`src/rtl/hygro_bcd_conv.sv`:
```
// Converts raw HDC1080 temperature/humidity codes to tenths-of-a-unit packed BCD.
// Flow: a serial shift-add multiply, one offset step, then a serial double-dabble.
module hygro_bcd_conv (
  input  logic        clk,
  input  logic        rst,
  input  logic        newData,
  input  logic [13:0] tem,
  input  logic [13:0] hum,
  output logic [15:0] tem_bcd,
  output logic        tem_neg,
  output logic [11:0] hum_bcd,
  output logic        valid,
  output logic        busy
);

  typedef enum logic [2:0] {S_IDLE, S_MUL, S_ADJ, S_BCD, S_DONE} state_t;

  state_t      r_state;
  state_t      w_state_next;
  logic [3:0]  r_cnt;

  // Product registers: the high part accumulates, the low part holds the multiplier
  // bits not yet consumed and fills with product LSBs as it shifts right.
  logic [24:0] r_tp;
  logic [23:0] r_hp;
  logic [11:0] w_tsum;
  logic [10:0] w_hsum;

  logic [10:0] w_tq;
  logic [9:0]  w_hq;
  logic        w_tneg;
  logic [10:0] w_tmag;
  logic        r_tneg;

  // Double-dabble registers: {BCD digits, binary remainder}.
  logic [26:0] r_tsh;
  logic [22:0] r_hsh;
  logic [26:0] w_tadj;
  logic [22:0] w_hadj;

  logic [15:0] r_tem_bcd;
  logic [11:0] r_hum_bcd;
  logic        r_tem_neg;
  logic        r_valid;

  assign w_tsum = {1'b0, r_tp[24:14]} + (r_tp[0] ? 12'd1650 : 12'd0);
  assign w_hsum = {1'b0, r_hp[23:14]} + (r_hp[0] ? 11'd1000 : 11'd0);

  assign w_tq   = r_tp[24:14];
  assign w_hq   = r_hp[23:14];
  assign w_tneg = (w_tq < 11'd400);
  assign w_tmag = w_tneg ? (11'd400 - w_tq) : (w_tq - 11'd400);

  genvar gi;
  generate
    for (gi = 0; gi < 4; gi++) begin : g_tnib
      assign w_tadj[11+4*gi +: 4] = (r_tsh[11+4*gi +: 4] >= 4'd5) ?
                                    (r_tsh[11+4*gi +: 4] + 4'd3) : r_tsh[11+4*gi +: 4];
    end
    for (gi = 0; gi < 3; gi++) begin : g_hnib
      assign w_hadj[11+4*gi +: 4] = (r_hsh[11+4*gi +: 4] >= 4'd5) ?
                                    (r_hsh[11+4*gi +: 4] + 4'd3) : r_hsh[11+4*gi +: 4];
    end
  endgenerate
  assign w_tadj[10:0] = r_tsh[10:0];
  assign w_hadj[10:0] = r_hsh[10:0];

  always_ff @(posedge clk) begin
    if (!rst) begin
      r_state <= S_IDLE;
    end else begin
      r_state <= w_state_next;
    end
  end

  always_comb begin
    w_state_next = r_state;
    case (r_state)
      S_IDLE:  if (newData) w_state_next = S_MUL;
      S_MUL:   if (r_cnt == 4'd13) w_state_next = S_ADJ;
      S_ADJ:   w_state_next = S_BCD;
      S_BCD:   if (r_cnt == 4'd10) w_state_next = S_DONE;
      S_DONE:  w_state_next = S_IDLE;
      default: w_state_next = S_IDLE;
    endcase
  end

  always_ff @(posedge clk) begin
    if (!rst) begin
      r_cnt     <= 4'd0;
      r_tp      <= 25'd0;
      r_hp      <= 24'd0;
      r_tneg    <= 1'b0;
      r_tsh     <= 27'd0;
      r_hsh     <= 23'd0;
      r_tem_bcd <= 16'd0;
      r_hum_bcd <= 12'd0;
      r_tem_neg <= 1'b0;
      r_valid   <= 1'b0;
    end else begin
      r_valid <= 1'b0;
      if ((r_state == S_MUL || r_state == S_BCD) && (w_state_next == r_state)) begin
        r_cnt <= r_cnt + 4'd1;
      end else begin
        r_cnt <= 4'd0;
      end
      case (r_state)
        S_IDLE: begin
          if (newData) begin
            r_tp <= {11'd0, tem};
            r_hp <= {10'd0, hum};
          end
        end
        S_MUL: begin
          r_tp <= {w_tsum, r_tp[13:1]};
          r_hp <= {w_hsum, r_hp[13:1]};
        end
        S_ADJ: begin
          r_tneg <= w_tneg;
          r_tsh  <= {16'd0, w_tmag};
          r_hsh  <= {12'd0, 1'b0, w_hq};
        end
        S_BCD: begin
          r_tsh <= w_tadj << 1;
          r_hsh <= w_hadj << 1;
        end
        S_DONE: begin
          r_tem_bcd <= r_tsh[26:11];
          r_hum_bcd <= r_hsh[22:11];
          r_tem_neg <= r_tneg;
          r_valid   <= 1'b1;
        end
        default: ;
      endcase
    end
  end

  assign tem_bcd = r_tem_bcd;
  assign tem_neg = r_tem_neg;
  assign hum_bcd = r_hum_bcd;
  assign valid   = r_valid;
  assign busy    = (r_state != S_IDLE);

endmodule

```
`config.mk`:
```
export PLATFORM = sky130hd
export DESIGN_NAME = hygro_bcd_conv
export DESIGN_NICKNAME = d
export VERILOG_FILES = /design/src/rtl/hygro_bcd_conv.sv
export SDC_FILE = /design/constraint.sdc
export NUM_CORES = 1
export LEC_CHECK = 0
export CAP_MARGIN = 5
export CORE_ASPECT_RATIO = 0.9
export CORE_UTILIZATION = 58
export DETAILED_ROUTE_END_ITERATION = 8
export PLACE_DENSITY = 0.9
export SETUP_SLACK_MARGIN = 0.05
export SLEW_MARGIN = 20
export SYNTH_ARGS = -nofsm -noshare
export SYNTH_HDL_FRONTEND = slang
export SYNTH_SLANG_ARGS = --single-unit
export TNS_END_PERCENT = 50
```
`constraint.sdc`:
```
create_clock -name clk -period 2.28 [get_ports clk]
set_clock_uncertainty 0.1 [all_clocks]
set_input_delay 0.456 -clock clk [delete_from_list [all_inputs] [get_ports clk]]
set_output_delay 0.456 -clock clk [all_outputs]
set_load 0.005 [all_outputs]
```
==> impl_metrics.toml <==
[drt]
viasPerCell = 5.83
drc = 0
vias = 5914
ant_nets = 0
wl_per_cell_um = 14.8
drt_iter0_markers = 414
dr.pass1.iters = 5
wl_mm = 15.0

[synthesis]
async_flop_share_pct = 0
yosysSeqAreaShare_pct = 40.5
synth_area_leaders = "dfxtp_1 41%, nand2_1 7.4%, ha_1 6.5%, nor2_1 3.9%, a311oi_1 3.8%"
synth_warnings = 0
synth_most_common_cell = "dfxtp_1"
syn_area_mm2 = 0.00677
synth_top_cell_area_share_pct = 40.5
synth-edff-count = 0
synth_cells = 802
post_synth_num_cell_types = 56
synthFlopType = "dfxtp_1"
yosysTopAreaCell = "dfxtp_1"
avgSynthCellArea_um2 = 8.44
ys_ff_latch = 137
netlist_top_cells_count = "137 x dfxtp_1, 134 x nand2_1, 70 x nor2_1"
synth_nets = 868

[floorplanning]
rows = 37
die-area_mm2 = 0.0121
io_pins = 62
start_util_pct = 59.4
die_x_um = 116
die_y_um = 104
fp.coreArea_mm2 = 0.0114

[power]
peakVddDrop_v = 0.000803
p_per_area_mw_per_mm2 = 708
leakagePower_nw = 3.11

[finish]
nets = 913
num_antenna_cells = 0
drive_gt1_share_pct = 7.92
post-route-cell-area_mm2 = 0.00813
syn2layout_area_growth_pct = 20.1

[sta]
timing.fmax_mhz = 491
fin_hold_ws_ns = 0.338
setup_viol = 0
setup_tns_ns = 0
final-hold-violation-count = 0
tightest_slew_ns = 0.545
slew_violations = 0
final.min_clock_period_ns = 2.04
finalCritPeriodShare_pct = 89.3
slew_headroom_pct = 63.2
rsz0062_at_grt = "true"

[critical_path]
required_ns = 2.54
reg2regPathDepth = 8
cp_max_fo = 7
critPathCaptureType = "flip-flop"
ff2ff_setup_slack_ns = 0.24
worst-setup-path-type = "flip-flop to flip-flop"
crit_arrival_ns = 2.30
reg2reg_to = "r_tp[22]"
start_kind = "flip-flop"
r2r_start = "r_tp[0]"

[min_path]
whs_path_depth = 2
holdPathEnd = "r_tsh[8]"
min-delay-start = "rst"
min_path_type = "primary input to flip-flop"

[global_routing]
overflow = 0
grt_pass1_vias = 5377
grt_max_degree = 58
grtUsageTotal_pct = 25.7
grt_pass1_wl_mm = 24.8
antenna_found_initial = 0

[placed_design]
place_hpwl_mm = 9.31
place_area_mm2 = 0.00753
port-buffer-count = 61
gp_congestion = 0.910

[cts]
cts-htree-levels = 4
cts_num_sinks = 137
cts_max_path_buffers = 2
cts_root_buf = "clkbuf_16"
clock_latency_ns = 0.42
cts_setup_buffers = 0
cts_tree = "done"
numCtsBuffers = 17
path_clk_slew_ns = 0.06
cts_hold_buf = 0

[outcome]
status = "finished clean"

[flow_run]
maxCapViolCount = 0
[critical path: stages, from the launching register on]
cell	delay, ns
dfxtp_1	0.47
ha_1	0.27
ha_1	0.23
nand3_1	0.10
a211oi_1	0.23
buf_4	0.17
nand2_1	0.05
o31ai_1	0.20
a32o_1	0.15
[power by group]
group          switching (mW)  total [mW]  internal (mW)  leakage (nW)
combinational           0.267       0.482          0.215          1.71
clock                    1.02        2.76           1.74         0.285
sequential             0.0560        2.52           2.46          1.11
total                    1.35        5.76           4.41          3.11
[worst max path at each step]
| stage | start | end | slack, ns |
|---|---|---|---|
| 2_1_floorplan | r_tp[0] | r_tp[22] | 0.37 |
| 4_1_cts | r_state[2] | busy | 0.06 |
| 5_1_grt | r_tp[0] | r_tp[22] | 0.05 |
| 6_report | r_tp[0] | r_tp[22] | 0.24 |
| 3_5_place_dp | r_tp[0] | r_tp[22] | 0.28 |
| 3_3_place_gp | r_tp[0] | r_tp[22] | 0.34 |
[cells by family (layout without fill, tap and decap cells)]
| logic type | count (synthesis) | in the layout | share of synthesized area (%) |
|---|---|---|---|
| AND/OR/NAND/NOR | 307 | 307 | 20.8 |
| AO/OA/AOI/OAI | 192 | 192 | 20.2 |
| flip-flops | 137 | 137 | 40.5 |
| buffers and inverters | 81 | 138 | 5.12 |
| adder cells (fa/ha/maj) | 35 | 35 | 6.47 |
| XOR/XNOR | 30 | 30 | 3.88 |
| multiplexers | 20 | 20 | 2.98 |
[cell usage in the layout (no fill, tap or decap), types with 3 or more instances in the layout]
cell / instances
nand4_1: 3
nor3_1: 7
and3_1: 6
o21ai_0: 22
ha_1: 35
nor3b_1: 8
a21boi_0: 14
nand3_1: 27
nor2_1: 70
xnor2_1: 23
buf_12: 3
bufinv_16: 3
clkinvlp_4: 3
nand2b_1: 11
dfxtp_1: 135
clkdlybuf4s50_1: 59
a32oi_1: 6
clkinv_2: 4
buf_4: 21
xor2_1: 7
nor2b_1: 21
inv_1: 21
a311oi_1: 29
nand3b_1: 4
a31oi_1: 3
clkbuf_16: 17
a211oi_1: 13
and2_1: 5
a21oi_1: 41
nand2_1: 134
a21o_1: 10
o31ai_1: 3
o211ai_1: 4
a22oi_1: 26
mux2i_1: 19
a31o_2: 3
[area by class of cell]
type	instances	area, µm²
multi-input combinational	584	3680
fill	836	3260
sequential	137	2750
timing repair buffer	85	826
clock buffer	19	443
tap	156	195
clock inverter	12	150
inverter	22	82.6
[state kept, by name, summed over array words and instances, names as in the netlist, 3 cells and up]
signal	count
r_state	3
r_hsh	23
hum_bcd	12
tem_bcd	16
r_tp	25
r_hp	24
r_cnt	4
r_tsh	27
[through the flow]
step                      util, %  std cells  power, mW  setup WS, ns
final                        71.4       1015       5.76         0.244
after global routing         71.4       1015       5.96        0.0489
after CTS                    71.3       1015       5.78        0.0556
after detailed placement     66.1        984       3.04         0.276
after global placement       66.1        984       3.02         0.341
after floorplan                 -        802       2.88         0.367
[routing by layer]
layer / vias to the layer above / track usage, % / share of wire (%)
li1: 2917 / - / -
met1: 2752 / 31.7 / 43
met2: 208 / 41.8 / 49
met3: 37 / 7.34 / 5.9
met4: 0 / 10.3 / 2.2
met5: - / 0 / 0
[repair_timing]
action                                  CTS  global route
endpoints found under the hold margin     0             0
endpoints found under the setup margin    1             2
gates resized for setup                   1             3
pin swaps                                 0             0
No activity file was read; power rests on OpenSTA's default activity.
